`src/rtl/pipe_pkg.sv`:
```
// Shared constants for the RV32I front-end pipeline registers:
// datapath width, reset PC, NOP encoding and control-bundle bit indices.
package pipe_pkg;

    localparam int XLEN   = 32;
    localparam int CTRL_W = 8;

    // Control bundle bit positions carried from ID to EX
    localparam int MEMREAD_BIT  = 0;
    localparam int REGWRITE_BIT = 1;
    localparam int MEMWRITE_BIT = 2;
    localparam int BRANCH_BIT   = 3;
    localparam int JUMP_BIT     = 4;
    localparam int ALUSRC_BIT   = 5;
    localparam int MEMTOREG_BIT = 6;
    localparam int AUIPC_BIT    = 7;

    localparam logic [31:0] RESET_PC  = 32'h0000_0000;
    localparam logic [31:0] NOP_INSTR = 32'h0000_0013;

endpackage

```
`src/rtl/pipe_reg.sv`:
```
// Generic pipeline register with enable, flush and synchronous reset.
// Ports: clk, rst (sync, active-high), en, flush (loads RST_VAL, beats en), d, q.
module pipe_reg #(
    parameter int           W       = 32,
    parameter logic [W-1:0] RST_VAL = '0
) (
    input  logic         clk,
    input  logic         rst,
    input  logic         en,
    input  logic         flush,
    input  logic [W-1:0] d,
    output logic [W-1:0] q
);

    logic [W-1:0] q_q;
    logic [W-1:0] q_d;

    always_comb begin
        q_d = q_q;
        if (flush) begin
            q_d = RST_VAL;
        end else if (en) begin
            q_d = d;
        end
    end

    always_ff @(posedge clk) begin
        if (rst) begin
            q_q <= RST_VAL;
        end else begin
            q_q <= q_d;
        end
    end

    assign q = q_q;

endmodule

```
`src/rtl/pipe_front_regs.sv`:
```
// Front-end pipeline state of the 5-stage RV32I core: PC, IF/ID and ID/EX.
// Inputs: clk, rst (sync, active-high), pc_write, if_id_write, flush_id_ex,
//   branch_taken_ex/branch_target_ex, instr_if and the decoded ID fields.
// Outputs: pc_if, IF/ID contents (pc_id, instr_id, valid_id), ID/EX contents
//   (pc_ex, imm_ex, rdata*_ex, rs*_ex, rd_ex, ctrl_ex, valid_ex), mem_read_ex.
// Define PIPE_PERF_EN to add perf_stall_cnt and perf_flush_cnt outputs.
module pipe_front_regs #(
    parameter int               XLEN        = pipe_pkg::XLEN,
    parameter int               CTRL_W      = pipe_pkg::CTRL_W,
    parameter int               MEMREAD_BIT = pipe_pkg::MEMREAD_BIT,
    parameter logic [XLEN-1:0]  RESET_PC    = XLEN'(pipe_pkg::RESET_PC),
    parameter logic [31:0]      NOP_INSTR   = pipe_pkg::NOP_INSTR
) (
    input  logic              clk,
    input  logic              rst,
    input  logic              pc_write,
    input  logic              if_id_write,
    input  logic              flush_id_ex,
    input  logic              branch_taken_ex,
    input  logic [XLEN-1:0]   branch_target_ex,
    input  logic [31:0]       instr_if,
    input  logic [4:0]        rs1_id,
    input  logic [4:0]        rs2_id,
    input  logic [4:0]        rd_id,
    input  logic [XLEN-1:0]   imm_id,
    input  logic [XLEN-1:0]   rdata1_id,
    input  logic [XLEN-1:0]   rdata2_id,
    input  logic [CTRL_W-1:0] ctrl_id,
    output logic [XLEN-1:0]   pc_if,
    output logic [XLEN-1:0]   pc_id,
    output logic [31:0]       instr_id,
    output logic              valid_id,
    output logic [XLEN-1:0]   pc_ex,
    output logic [XLEN-1:0]   imm_ex,
    output logic [XLEN-1:0]   rdata1_ex,
    output logic [XLEN-1:0]   rdata2_ex,
    output logic [4:0]        rs1_ex,
    output logic [4:0]        rs2_ex,
    output logic [4:0]        rd_ex,
    output logic [CTRL_W-1:0] ctrl_ex,
    output logic              valid_ex,
`ifdef PIPE_PERF_EN
    output logic [31:0]       perf_stall_cnt,
    output logic [31:0]       perf_flush_cnt,
`endif
    output logic              mem_read_ex
);

    localparam int IFID_W = XLEN + 32 + 1;
    localparam int IDEX_W = 4 * XLEN + 15 + CTRL_W + 1;

    localparam logic [IFID_W-1:0] IFID_RST = {{XLEN{1'b0}}, NOP_INSTR, 1'b0};

    // ---------------- PC ----------------
    logic            pc_en;
    logic [XLEN-1:0] pc_d;

    // A redirect loads the word-aligned target even while stalled
    always_comb begin
        pc_en = branch_taken_ex | pc_write;
        pc_d  = pc_if + XLEN'(4);
        if (branch_taken_ex) begin
            pc_d = {branch_target_ex[XLEN-1:2], 2'b00};
        end
    end

    pipe_reg #(
        .W       (XLEN),
        .RST_VAL (RESET_PC)
    ) u_pc (
        .clk   (clk),
        .rst   (rst),
        .en    (pc_en),
        .flush (1'b0),
        .d     (pc_d),
        .q     (pc_if)
    );

    // ---------------- IF/ID ----------------
    logic [IFID_W-1:0] if_id_d;
    logic [IFID_W-1:0] if_id_q;

    assign if_id_d = {pc_if, instr_if, 1'b1};

    pipe_reg #(
        .W       (IFID_W),
        .RST_VAL (IFID_RST)
    ) u_if_id (
        .clk   (clk),
        .rst   (rst),
        .en    (if_id_write),
        .flush (branch_taken_ex),
        .d     (if_id_d),
        .q     (if_id_q)
    );

    assign {pc_id, instr_id, valid_id} = if_id_q;

    // ---------------- ID/EX ----------------
    logic [IDEX_W-1:0] id_ex_d;
    logic [IDEX_W-1:0] id_ex_q;
    logic              id_ex_flush;

    assign id_ex_flush = branch_taken_ex | flush_id_ex;
    assign id_ex_d = {pc_id, imm_id, rdata1_id, rdata2_id,
                      rs1_id, rs2_id, rd_id, ctrl_id, valid_id};

    pipe_reg #(
        .W       (IDEX_W),
        .RST_VAL ('0)
    ) u_id_ex (
        .clk   (clk),
        .rst   (rst),
        .en    (1'b1),
        .flush (id_ex_flush),
        .d     (id_ex_d),
        .q     (id_ex_q)
    );

    assign {pc_ex, imm_ex, rdata1_ex, rdata2_ex,
            rs1_ex, rs2_ex, rd_ex, ctrl_ex, valid_ex} = id_ex_q;

    assign mem_read_ex = ctrl_ex[MEMREAD_BIT] & valid_ex;

`ifdef PIPE_PERF_EN
    // ---------------- performance counters ----------------
    logic [31:0] stall_cnt_q, stall_cnt_d;
    logic [31:0] flush_cnt_q, flush_cnt_d;

    // A redirect during a stall counts only as a flush
    always_comb begin
        stall_cnt_d = stall_cnt_q
                    + {31'd0, (~pc_write & ~branch_taken_ex)};
        flush_cnt_d = flush_cnt_q + {31'd0, branch_taken_ex};
    end

    always_ff @(posedge clk) begin
        if (rst) begin
            stall_cnt_q <= '0;
            flush_cnt_q <= '0;
        end else begin
            stall_cnt_q <= stall_cnt_d;
            flush_cnt_q <= flush_cnt_d;
        end
    end

    assign perf_stall_cnt = stall_cnt_q;
    assign perf_flush_cnt = flush_cnt_q;
`endif

endmodule

```
`config.mk`:
```
export PLATFORM = sky130hd
export DESIGN_NAME = pipe_front_regs
export DESIGN_NICKNAME = d
export VERILOG_FILES = /design/src/rtl/pipe_pkg.sv /design/src/rtl/pipe_reg.sv /design/src/rtl/pipe_front_regs.sv
export SDC_FILE = /design/constraint.sdc
export NUM_CORES = 1
export LEC_CHECK = 0
export CAP_MARGIN = 20
export CORE_MARGIN = 8
export CORE_UTILIZATION = 30
export CTS_CLUSTER_SIZE = 12
export DETAILED_ROUTE_END_ITERATION = 12
export PLACE_DENSITY = 0.68
export SLEW_MARGIN = 10
export SYNTH_ARGS = -nofsm -noshare
export SYNTH_HDL_FRONTEND = slang
export SYNTH_SLANG_ARGS = --single-unit
```
`constraint.sdc`:
```
create_clock -name clk -period 2.35 [get_ports clk]
set_clock_uncertainty 0.05 [all_clocks]
set_input_delay 0.3525 -clock clk [delete_from_list [all_inputs] [get_ports clk]]
set_output_delay 0.3525 -clock clk [all_outputs]
set_load 0.005 [all_outputs]
```
==> results of run 1 <==
[worst min-delay path, cell delays in order]
cell                      delay (ns)
sky130_fd_sc_hd__buf_4          0.23
sky130_fd_sc_hd__mux2i_1        0.16
sky130_fd_sc_hd__nand2_1        0.06
[area by class of cell]
| type | instances | area (µm²) | share of cell area (%) |
|---|---|---|---|
| sequential | 243 | 4860 | 35.2 |
| timing repair buffer | 472 | 4640 | 33.6 |
| multi-input combinational | 458 | 2960 | 21.4 |
| clock buffer | 42 | 792 | 5.73 |
| tap | 341 | 427 | 3.09 |
| clock inverter | 7 | 110 | 0.797 |
| inverter | 5 | 18.8 | 0.136 |
[final timing paths]
kind / slack (ns) / end / cells after the start
hold / removal: 0.27 / u_if_id.q[5] / 3
setup / recovery: 0.23 / pc_if[2] / 2
setup reg to reg: 0.26 / u_pc.q[19] / 5
hold reg to reg: 0.42 / u_if_id.q[5] / 2
[state kept, by name, indices dropped and copies added (netlist names)]
signal and flops:
u_if_id.q 63, u_pc.q 30, u_id_ex.q 150
[metal layers]
layer | up-vias | GRT usage [%] | wire, µm
li1 | 3421 | - | -
met1 | 3202 | 18.6 | 11400
met2 | 271 | 32.6 | 15200
met3 | 44 | 6.39 | 2600
met4 | 0 | 4.13 | 584
met5 | - | 0 | 0
[metrics by stage]
stage               instance area [µm²]  hold WS [ns]
global route                      13800         0.278
CTS                               13800         0.248
finish                            13800         0.275
floorplan                          8040         0.391
detailed placement                12900         0.413
global placement                  12900         0.403
[Yosys cell counts, types with 2 or more instances]
cell type / n / area [µm²]
sky130_fd_sc_hd__nor3_1: 6 / 30.0
sky130_fd_sc_hd__a21oi_1: 5 / 25.0
sky130_fd_sc_hd__nor2b_1: 2 / 12.5
sky130_fd_sc_hd__nor2_1: 86 / 323
sky130_fd_sc_hd__or4_1: 8 / 60.1
sky130_fd_sc_hd__nand4b_1: 2 / 17.5
sky130_fd_sc_hd__buf_1: 4 / 15.0
sky130_fd_sc_hd__o211a_1: 3 / 30.0
sky130_fd_sc_hd__a311oi_1: 10 / 87.6
sky130_fd_sc_hd__o21ai_0: 9 / 45.0
sky130_fd_sc_hd__nor4_1: 7 / 43.8
sky130_fd_sc_hd__and4_1: 7 / 61.3
sky130_fd_sc_hd__buf_4: 6 / 45.0
sky130_fd_sc_hd__a211oi_1: 9 / 67.6
sky130_fd_sc_hd__nand2_1: 23 / 86.3
sky130_fd_sc_hd__mux2i_1: 63 / 631
sky130_fd_sc_hd__xnor2_1: 5 / 43.8
sky130_fd_sc_hd__and2_1: 152 / 951
sky130_fd_sc_hd__clkbuf_1: 36 / 135
sky130_fd_sc_hd__xor2_1: 7 / 61.3
sky130_fd_sc_hd__inv_1: 3 / 11.3
sky130_fd_sc_hd__a31oi_1: 2 / 12.5
sky130_fd_sc_hd__nand4_1: 7 / 43.8
sky130_fd_sc_hd__and3_1: 2 / 12.5
sky130_fd_sc_hd__o31ai_1: 6 / 45.0
sky130_fd_sc_hd__nand3_1: 13 / 65.1
sky130_fd_sc_hd__dfxtp_1: 243 / 4860
[cells by family (layout without fill, tap and decap cells)]
family                   count (synthesis)  in the layout  share of synthesized area, %
AO/OA/AOI/OAI                           51             51                          4.63
XOR/XNOR                                12             12                          1.31
adder cells (fa/ha/maj)                  1              1                         0.156
buffers and inverters                   52            526                          2.81
flip-flops                             243            243                          60.6
multiplexers                            63             63                          7.86
other                                    1              6                        0.0467
AND/OR/NAND/NOR                        325            325                          22.6
[where the power goes]
group          total (mW)  switching, mW  internal (mW)
clock                4.27           1.64           2.63
combinational       0.966          0.342          0.624
sequential           4.31         0.0707           4.24
==> metrics.txt, run 1 <==
outcome completed; number of buffers and inverters on the critical path 2; Filler cells 2,364; number of nets in the layout 1,397; Clock Sinks 243; global-route wire length before repair between 40,000 and 50,000 µm; type of element capturing the critical path output port; CTS clock-pin slew for the worst setup and hold paths 0.06 ns; post-route setup slack 0.227 ns; signal arrival time at the worst endpoint about 1.7 ns; Area growth, synth to finish 72.2%; async set-reset flop share out of synthesis 0%; via count 6,938; number of antenna violations at the first check in global routing 0; power per unit of standard cell area 691 nW/µm²; IO buf count 430; Yosys warnings 0; distinct cell type count after synthesis 49; worst-skew pair later-pin latency 0.52 ns; CTS tree built; per-cell via count in the routed design approximately 4.4; Max Cap Violations 0; htree depth 1; series of cell instances along the critical path buf_4 > clkdlybuf4s50_1; Final setup violation count 0; count of hold buffers inserted by post-cts repair 0; GR Util All Layers between 15 and 20%; number of buffers inserted during clock tree synthesis 27; FF+latch count, synth 243; Crit. Startpoint u_pc.q[2]; primary flip-flop cell chosen by synthesis mapping sky130_fd_sc_hd__dfxtp_1; antenna cells 0; initial standard-cell utilization of the core between 30% and 40%; commonest non-fill, non-tap cells in the layout sky130_fd_sc_hd__clkdlybuf4s50_1, sky130_fd_sc_hd__dfxtp_1, sky130_fd_sc_hd__and2_1, sky130_fd_sc_hd__nor2_1, sky130_fd_sc_hd__mux2i_1; share of post-route cells with drive strength above 1 under 10%; critical path required time 1.95 ns; setup repair after global routing missed its margin no; final antenna-violating net count 0; start point of the worst hold path if_id_write; final clock period utilization by the worst path 90.4%; buffer levels on the longest clock path 3; width of the chip 180 µm; number of failing hold endpoints at the final stage 0; first-iteration detailed-routing DRC count ~300; cell at the slowest stage of the critical path sky130_fd_sc_hd__dfxtp_1; HPWL Detailed 23,200 µm; Syn Area/Cell 10.7 µm²; die area 32,200 µm²; post-placement cell count 1,519; most common cell after layout, fill and taps aside sky130_fd_sc_hd__clkdlybuf4s50_1; average detailed-routed wire length per instance between 15 and 20 µm; number of enable flip-flop cells after synthesis 0; path type of the worst min-delay path in2reg; largest stage delay on the critical path 0.51 ns; vias in the first global route 7,114; worst slew pin tran 0.636 ns; sort of element at the start of the critical path flip-flop; number of standard cells in the final layout excluding fillers 1,568; critical path class reg2out; largest net degree at the start of global routing 127; post-CTS setup buffer count 0; highest clock rate 0.471 GHz; share of the core filled with cells in the final layout 52.0%; Placement Setup Slack between 0.03 and 0.04 ns; Max VDD drop 0.000413 V; Max-Slew Margin vs Limit 57.2%; clock root buffer sky130_fd_sc_hd__clkbuf_16; critical path's top delay family buffers and inverters; I/O Pins between 400 and 500; total wire length 29,700 µm; sequential-to-total area share from yosys stat between 60% and 70%; die extent in y 180 µm; number of placement rows 60; number of remaining DRC errors 0; Final GP Congestion 0.865; synthesized instance count 748; Leak Pwr 5.42 nW; Total Power Consumption 9.55 mW; final-layout setup total negative slack 0 ns; Final Max Slew Viols 0; global route total overflow 0; source of the worst register-to-register timing path u_pc.q[6]; first drt pass iteration count 4; post-CTS sizing 0; Min Clock Period, post-route 2.12 ns; peak fanout along the critical path 7; Netlist Area Pre-Place 8020 µm²; area of the core region 26,600 µm²
No activity file was read; power rests on OpenSTA's default activity.
==> run 2: changes to the inputs <==
SLEW_MARGIN = default   (was 10)
==> results of run 2 <==
Same layout as run 1: the final DEF is identical, and so are final timing and power.
==> run 3: changes to the inputs <==
PLACE_DENSITY = 0.7   (was 0.68)
clock period = 1.9 ns   (was 2.35 ns; I/O delays follow)
==> metrics.txt, run 3 (same netlist as run 1, synthesis figures left out) <==
Placement Setup Slack -0.306 ns; average detailed-routed wire length per instance 19.1 µm; initial standard-cell utilization of the core 30.2%; I/O Pins roughly 440; number of flip-flops under the largest register name 150; number of buffers and inverters on the critical path 2; count of hold buffers inserted by post-cts repair 0; die area 32,200 µm²; total wire length 30,600 µm; worst-skew pair later-pin latency 0.53 ns; number of buffers inserted during clock tree synthesis 28; Finished Cell Area between 10,000 and 15,000 µm²; global route total overflow 0; HPWL Detailed between 20,000 and 25,000 µm; via count 7,198; Area growth, synth to finish 78.3%; first-iteration detailed-routing DRC count 317; series of cell instances along the critical path buf_4 > clkdlybuf4s50_1; post-route setup slack ~0.039 ns; area after detailed placement 13,300 µm²; area of the core region 26,600 µm²; per-cell via count in the routed design 4.49; final antenna-violating net count 0; largest net degree at the start of global routing 48; highest clock rate between 0.5 and 0.6 GHz; number of antenna violations at the first check in global routing 1; Final Max Slew Viols 0; critical path required time 1.56 ns; number of remaining DRC errors 0; Leak Pwr 5.87 nW; IO buf count 430; CTS clock-pin slew for the worst setup and hold paths 0.06 ns; commonest non-fill, non-tap cells in the layout sky130_fd_sc_hd__clkdlybuf4s50_1, sky130_fd_sc_hd__dfxtp_1, sky130_fd_sc_hd__and2_1, sky130_fd_sc_hd__nor2_1; power per unit of standard cell area 844 nW/µm²; number of nets in the layout about 1.4k; GR Util All Layers 18.0%; htree depth 1; cell at the slowest stage of the critical path sky130_fd_sc_hd__clkdlybuf4s50_1; peak fanout along the critical path 6; global-route wire length before repair ~46,000 µm; CTS tree built; critical path's top delay family buffers and inverters; Max Cap Violations 0; Min Clock Period, post-route 1.86 ns; final clock period utilization by the worst path 98.0%; outcome completed; path type of the worst min-delay path in2reg; buffer levels on the longest clock path 3; vias in the first global route 7,271; most common cell after layout, fill and taps aside sky130_fd_sc_hd__clkdlybuf4s50_1; die extent in y roughly 180 µm; width of the chip ~180 µm; Max-Slew Margin vs Limit 59.7%; number of placement rows 60; Clock Sinks 243; setup repair after global routing missed its margin yes; number of failing hold endpoints at the final stage 0; type of element capturing the critical path output port; share of post-route cells with drive strength above 1 12.3%; largest stage delay on the critical path about 0.5 ns; Max VDD drop about 0.00056 V; Final setup violation count 0; Final GP Congestion 0.872; clock root buffer sky130_fd_sc_hd__clkbuf_16; worst slew pin tran 0.598 ns; signal arrival time at the worst endpoint 1.53 ns; first drt pass iteration count 4; sort of element at the start of the critical path flip-flop; critical path class reg2out
[run 3: final timing paths]
| check | depth (start not counted) | slack, ns | startpoint | endpoint |
|---|---|---|---|---|
| setup / recovery | 2 | 0.04 | u_pc.q[10] | pc_if[10] |
| hold / removal | 3 | 0.15 | if_id_write | u_if_id.q[19] |
| setup reg to reg | 4 | 0.04 | u_pc.q[11] | u_pc.q[21] |
| hold reg to reg | 2 | 0.42 | u_if_id.q[1] | u_if_id.q[1] |
[run 3: timing repair]
item	in CTS	in global routing
gates cloned	0	1
buffers inserted	0	1
setup endpoints to repair	18	19
resized for setup	24	21
pin swaps	0	6
[run 3: area by class of cell]
type	instances	area, µm²
flip-flops and latches	243	4900
fillers	2334	12300
clock buffers	42	835
well taps	341	427
clock inverters	7	113
inverters	5	18.8
repair buffers	505	5010
diodes	1	2.50
multi-input cells	459	3000
[run 3: worst min-delay path, delay by kind of cell]
family	cells	cell delay, ns
mux	1	0.14
buf+inv	1	0.20
simple gates	1	0.07
[run 3: power breakdown]
part	internal (mW)	total [mW]	switching (mW)
sequential	5.25	5.33	0.0780
combinational	0.808	1.27	0.458
clock	3.41	5.47	2.06
[run 3: layer usage]
layer	routed length (µm)	vias to the layer above	global-route usage, %
li1	-	3485	-
met1	11900	3375	19.5
met2	15500	285	32.8
met3	2220	53	5.52
met4	916	0	5.54
met5	0	-	0
[run 3: per-stage QoR]
stage          power, mW   TNS, ns  hold slack, ns  instances  util, %
6_report            12.1         0           0.155       1603     53.8
3_3_place_gp        6.70     -2.54           0.402       1551     49.9
3_5_place_dp        6.72     -3.18           0.407       1551     49.9
5_1_grt             12.5  -0.00511           0.145       1603     53.8
2_1_floorplan       5.79   -0.0118           0.324        753        -
4_1_cts             12.2         0           0.131       1600     53.5
